<file path="config.mk">
export PLATFORM = sky130hd
export DESIGN_NAME = mem_port_arbiter
export DESIGN_NICKNAME = d
export VERILOG_FILES = /design/src/rtl/arb_pkg.sv /design/src/rtl/arb_wait_timer.sv /design/src/rtl/mem_port_arbiter.sv
export SDC_FILE = /design/constraint.sdc
export NUM_CORES = 1
export LEC_CHECK = 0
export CORE_MARGIN = 10
export CORE_UTILIZATION = 38
export CTS_BUF_LIST = sky130_fd_sc_hd__clkbuf_4 sky130_fd_sc_hd__clkbuf_8 sky130_fd_sc_hd__clkbuf_16
export DETAILED_ROUTE_END_ITERATION = 12
export HOLD_SLACK_MARGIN = 0.1
export PLACE_DENSITY = 0.81
export SYNTH_ARGS = -nofsm -noshare
export SYNTH_HDL_FRONTEND = slang
export SYNTH_HIERARCHICAL = 1
export SYNTH_SLANG_ARGS = --single-unit
</file>
<file path="constraint.sdc">
create_clock -name clk -period 2.1 [get_ports clk]
set_input_delay 0.315 -clock clk [delete_from_list [all_inputs] [get_ports clk]]
set_output_delay 0.315 -clock clk [all_outputs]
set_load 0.005 [all_outputs]
</file>
<file path="src/rtl/arb_pkg.sv">
// Shared types and constants for the instruction/data memory port arbiter.
package arb_pkg;

    typedef enum logic [1:0] {ARB_IDLE, ARB_GNT_I, ARB_GNT_D} arb_state_t;
    typedef enum logic {PORT_I, PORT_D} arb_port_t;

    localparam logic ARB_ERR_RDATA = '0;

endpackage

</file>
<file path="src/rtl/arb_wait_timer.sv">
// Per-transaction wait counter; o_expire fires on the last allowed wait cycle.
// TIMEOUT=0 removes the counter entirely and never expires.
module arb_wait_timer #(
    parameter int TIMEOUT = 16
) (
    input  logic clk,
    input  logic rst,
    input  logic i_clr,
    input  logic i_en,
    output logic o_expire
);

    generate
        if (TIMEOUT > 0) begin : g_timer
            localparam int CW = (TIMEOUT > 1) ? $clog2(TIMEOUT) : 1;
            logic [CW-1:0] r_cnt;

            always_ff @(posedge clk) begin
                if (rst || i_clr) begin
                    r_cnt <= '0;
                end else if (i_en) begin
                    r_cnt <= r_cnt + 1'b1;
                end
            end

            // Expiring on the TIMEOUT-th wait lets the abort ack land one cycle later.
            assign o_expire = i_en && (r_cnt == CW'(TIMEOUT - 1));
        end else begin : g_off
            logic w_unused;
            assign w_unused = &{1'b0, clk, rst, i_clr, i_en};
            assign o_expire = 1'b0;
        end
    endgenerate

endmodule

</file>
<file path="src/rtl/mem_port_arbiter.sv">
// Shares one variable-latency memory between the fetch (i_*) and data (d_*) ports.
// Define ARB_ROUND_ROBIN_EN to alternate on conflicts instead of fixed data priority.
module mem_port_arbiter
    import arb_pkg::*;
#(
    parameter int AW      = 32,
    parameter int DW      = 32,
    parameter int TIMEOUT = 16
) (
    input  logic          clk,
    input  logic          rst,
    input  logic          i_req,
    input  logic [AW-1:0] i_addr,
    output logic [DW-1:0] i_rdata,
    output logic          i_ack,
    input  logic          d_req,
    input  logic          d_we,
    input  logic [AW-1:0] d_addr,
    input  logic [DW-1:0] d_wdata,
    output logic [DW-1:0] d_rdata,
    output logic          d_ack,
    output logic          err,
    output logic          stall,
    output logic          m_req,
    output logic          m_we,
    output logic [AW-1:0] m_addr,
    output logic [DW-1:0] m_wdata,
    input  logic [DW-1:0] m_rdata,
    input  logic          m_ready
);

    arb_state_t    r_state, w_state_nxt;
    arb_port_t     w_pick;
    logic          w_in_gnt, w_done, w_expire, w_decide, w_gnt;
    logic          w_i_cand, w_d_cand, w_tmr_clr, w_tmr_en;
    logic          r_i_ack, r_d_ack, r_err, r_m_req, r_m_we;
    logic [AW-1:0] r_m_addr;
    logic [DW-1:0] r_m_wdata, r_i_rdata, r_d_rdata;

    assign w_in_gnt  = (r_state != ARB_IDLE);
    assign w_tmr_en  = w_in_gnt && !m_ready;
    assign w_tmr_clr = !w_in_gnt || w_done;

    arb_wait_timer #(.TIMEOUT(TIMEOUT)) u_timer (
        .clk      (clk),
        .rst      (rst),
        .i_clr    (w_tmr_clr),
        .i_en     (w_tmr_en),
        .o_expire (w_expire)
    );

    assign w_done   = w_in_gnt && (m_ready || w_expire);
    assign w_decide = !w_in_gnt || w_done;

    // A port whose ack is showing, or which is finishing now, still holds req high.
    assign w_i_cand = i_req && !r_i_ack && (r_state != ARB_GNT_I);
    assign w_d_cand = d_req && !r_d_ack && (r_state != ARB_GNT_D);
    assign w_gnt    = w_decide && (w_i_cand || w_d_cand);

`ifdef ARB_ROUND_ROBIN_EN
    arb_port_t r_last;

    always_ff @(posedge clk) begin
        if (rst) begin
            r_last <= PORT_I;
        end else if (w_gnt) begin
            r_last <= w_pick;
        end
    end
`endif

    always_comb begin
        w_pick      = PORT_I;
        w_state_nxt = r_state;
`ifdef ARB_ROUND_ROBIN_EN
        if (w_i_cand && w_d_cand) begin
            w_pick = (r_last == PORT_D) ? PORT_I : PORT_D;
        end else if (w_d_cand) begin
            w_pick = PORT_D;
        end
`else
        if (w_d_cand) begin
            w_pick = PORT_D;
        end
`endif
        if (w_decide) begin
            if (!w_gnt) begin
                w_state_nxt = ARB_IDLE;
            end else if (w_pick == PORT_D) begin
                w_state_nxt = ARB_GNT_D;
            end else begin
                w_state_nxt = ARB_GNT_I;
            end
        end
    end

    always_ff @(posedge clk) begin
        if (rst) begin
            r_state <= ARB_IDLE;
        end else begin
            r_state <= w_state_nxt;
        end
    end

    always_ff @(posedge clk) begin
        if (rst) begin
            r_i_ack   <= 1'b0;
            r_d_ack   <= 1'b0;
            r_err     <= 1'b0;
            r_m_req   <= 1'b0;
            r_m_we    <= 1'b0;
            r_m_addr  <= '0;
            r_m_wdata <= '0;
            r_i_rdata <= '0;
            r_d_rdata <= '0;
        end else begin
            r_i_ack <= w_done && (r_state == ARB_GNT_I);
            r_d_ack <= w_done && (r_state == ARB_GNT_D);
            r_err   <= w_done && !m_ready;
            if (w_done && (r_state == ARB_GNT_I)) begin
                r_i_rdata <= m_ready ? m_rdata : {DW{ARB_ERR_RDATA}};
            end
            if (w_done && (r_state == ARB_GNT_D)) begin
                r_d_rdata <= m_ready ? m_rdata : {DW{ARB_ERR_RDATA}};
            end
            // Re-granting in the completion cycle keeps m_req high across back-to-back ports.
            if (w_decide) begin
                r_m_req <= w_gnt;
                r_m_we  <= w_gnt && (w_pick == PORT_D) && d_we;
                if (w_gnt) begin
                    if (w_pick == PORT_D) begin
                        r_m_addr  <= d_addr;
                        r_m_wdata <= d_wdata;
                    end else begin
                        r_m_addr  <= i_addr;
                    end
                end
            end
        end
    end

    assign i_ack   = r_i_ack;
    assign d_ack   = r_d_ack;
    assign err     = r_err;
    assign i_rdata = r_i_rdata;
    assign d_rdata = r_d_rdata;
    assign m_req   = r_m_req;
    assign m_we    = r_m_we;
    assign m_addr  = r_m_addr;
    assign m_wdata = r_m_wdata;
    assign stall   = (i_req && !r_i_ack) || (d_req && !r_d_ack);

endmodule
</file>
==> impl_metrics.tcl <==
set metrics [dict create \
    outcome "completed" \
    grt_pass1_vias 5604 \
    hold_class "input pin to flip-flop" \
    fin_nets 1025 \
    initial_core_util 0.392 \
    syn_avg_cell_area_sq_um 9.53 \
    syn2layout_area_growth_pct 58.3 \
    cts_buffer_depth 2 \
    place_inst 1082 \
    grt_use_total 0.176 \
    slowest_stage "clkdlybuf4s50_1" \
    endpoint_kind "output pin" \
    drive_gt1_frac 0.189 \
    yosys_most_used_dff "dfxtp_1" \
    drv_cap 0 \
    cts-root-buf "clkbuf_16" \
    setup_viol 0 \
    p_leak_uw 0.00348 \
    grt_pass1_wl_um 30500 \
    holdWs_ns 0.376 \
    dieArea_sq_um 21300 \
    finalWeightedCongestion 0.796 \
    synth_top_area_frac 0.462 \
    io_pins 268 \
    fillers 1275 \
    hpwl_um 14300 \
    synthesis.area_sq_um 6020 \
    netlist.top_cell.by_area "dfxtp_1" \
    critical_path.max_stage_delay_ns 0.53 \
    wire_per_inst_um 17.8 \
    crit_type "flip-flop to output pin" \
    ys_seq_area_frac 0.462 \
    critPathTopFamily "buffers and inverters" \
    h-tree-depth 4 \
    drc 0 \
    stdcell_count 1114 \
    tritoncts "yes" \
    finalCritPeriodShare 0.939 \
    post_cts_buffers 0 \
    port_buffers 267 \
    viasPerCell 5.01 \
    synthTopCellsByCount "139 x dfxtp_1, 68 x nand2_1, 66 x a21oi_1, 36 x nor2_1" \
    crit_fanout 7 \
    hold_buffers 0 \
    yosysWarnings 6 \
    clock_sinks 139 \
    hold_viol 0 \
    grt_max_degree 77 \
    cts-buffers-inserted 17 \
    ys_ff_latch 139 \
    clock_skew_ns 0.00973 \
    antenna_cells 0 \
    tightest_slew_ns 0.572 \
    slew_headroom 0.619 \
    crit_chain "nand2b_2 -> nand2_1 -> clkdlybuf4s50_1" \
    die_y_um 146 \
    syn_nets 767 \
    synth_cells 632 \
    num_vias 5584 \
    ir_drop_uv 563 \
    post-route-min-period_ns 1.97 \
    required_ns 1.78 \
    worst-path-buf-inv 1 \
    grt_overflow_total 0 \
    core_sq_um 15400 \
    path_clk_slew_ns 0.06 \
    maxSlewViolCount 0 \
    cp.arrival_ns 1.66 \
    p_per_area_nw_per_um2 755 \
    die_x_um 146 \
    max_freq_ghz 0.507 \
    synthDistinctLibCells 43 \
    rows 45 \
    start_kind "flip-flop" \
    p_total_uw 7190 \
    ant_nets 0 \
    first_iter_violations 318 \
    synth_most_common_cell "dfxtp_1" \
    drt_first_pass_iters 4 \
    synth_edf_count 0 \
    rsz0062_at_grt "no" \
    antenna_found_initial 0 \
    totalWireLength_um 19800 \
    clkLatencyLatePin_ns 0.41 \
    synth_area_leaders "dfxtp_1 46%, mux2_4 7.2%, a22oi_2 6.2%" \
    synthArstFlopShare 0 \
]
per-layer routing:
metal	global-route usage	vias up	part of all wire
met5	0	-	0
met4	0.0708	0	0.023
met3	0.0742	31	0.084
met2	0.288	217	0.48
met1	0.198	2632	0.41
li1	-	2704	-
final cells by class:
type | instances | area, sq um | area share
timing repair buffer | 298 | 3030 | 0.318
tap | 211 | 264 | 0.0277
clock inverter | 10 | 92.6 | 0.00972
inverter | 2 | 7.51 | 0.000788
clock buffer | 22 | 475 | 0.0499
sequential | 139 | 2780 | 0.292
multi-input combinational | 432 | 2880 | 0.302
worst paths after layout:
path / start / end / slack (ns) / cells past startpoint
min: rst / r_state[0]$_SDFFE_PP0P_ / 0.38 / 2
max: d_ack$_SDFF_PP0_ / stall / 0.13 / 3
max reg2reg: u_timer/g_timer.r_cnt[0]$_SDFFE_PP0P_ / m_addr[0]$_SDFFE_PP0P_ / 0.20 / 7
min reg2reg: m_wdata[3]$_SDFFE_PP0P_ / m_wdata[3]$_SDFFE_PP0P_ / 0.45 / 2
cell families after synthesis:
kind of cell | after synthesis | share of synthesized area
xor gates and xnor gates | 1 | 0.00145
adders and majority gates | 1 | 0.00208
DFF | 139 | 0.462
buffers and inverters | 61 | 0.0638
AOI/OAI and AO/OA | 174 | 0.205
and+or+nand+nor | 222 | 0.184
muxes | 34 | 0.0815
power by group:
| part | internal [uW] | total, uW | leakage [uW] | switching, uW |
|---|---|---|---|---|
| clock | 1730 | 2850 | 0.000273 | 1120 |
| combinational | 854 | 1450 | 0.00207 | 600 |
| sequential | 2800 | 2890 | 0.00113 | 85.3 |
| total | 5380 | 7190 | 0.00348 | 1810 |
cell usage in the layout, fill, tap and decap left out, types with 3 or more instances in the layout:
master,n
a22oi_2,30
dfxtp_1,139
a22oi_1,35
a21oi_1,66
nor2_2,31
clkbuf_16,17
buf_4,21
nor3_1,5
clkbuf_4,3
clkinvlp_4,4
clkdlybuf4s50_1,266
nand3_1,32
nor2b_1,34
mux2_4,29
buf_12,10
o21ai_0,31
nand2_1,68
nor2_1,36
mux2_2,3
clkinv_2,3
through the flow:
stage	worst slack, ns	cell area (sq um)	TNS, ns	util
2_1_floorplan	0.0270	6020	0	-
3_3_place_gp	-0.0671	8960	-1.04	0.583
3_5_place_dp	-0.0879	8960	-1.69	0.583
4_1_cts	0.0271	9530	0	0.620
5_1_grt	0.0409	9530	0	0.620
6_report	0.129	9530	0	0.620
state kept, by name, indices dropped and copies added, names as in the netlist:
register	cells
d_rdata	32
i_rdata	32
m_addr	32
m_wdata	32
u_timer/g_timer.r_cnt	4
r_state	2
d_ack	1
err	1
i_ack	1
m_req	1
m_we	1
repair_timing:
item,in CTS,in global routing
endpoints found under the hold margin,0,0
endpoints found under the setup margin,0,1
resized for setup,0,1
Note: power is estimated with default switching activity, not from simulation.
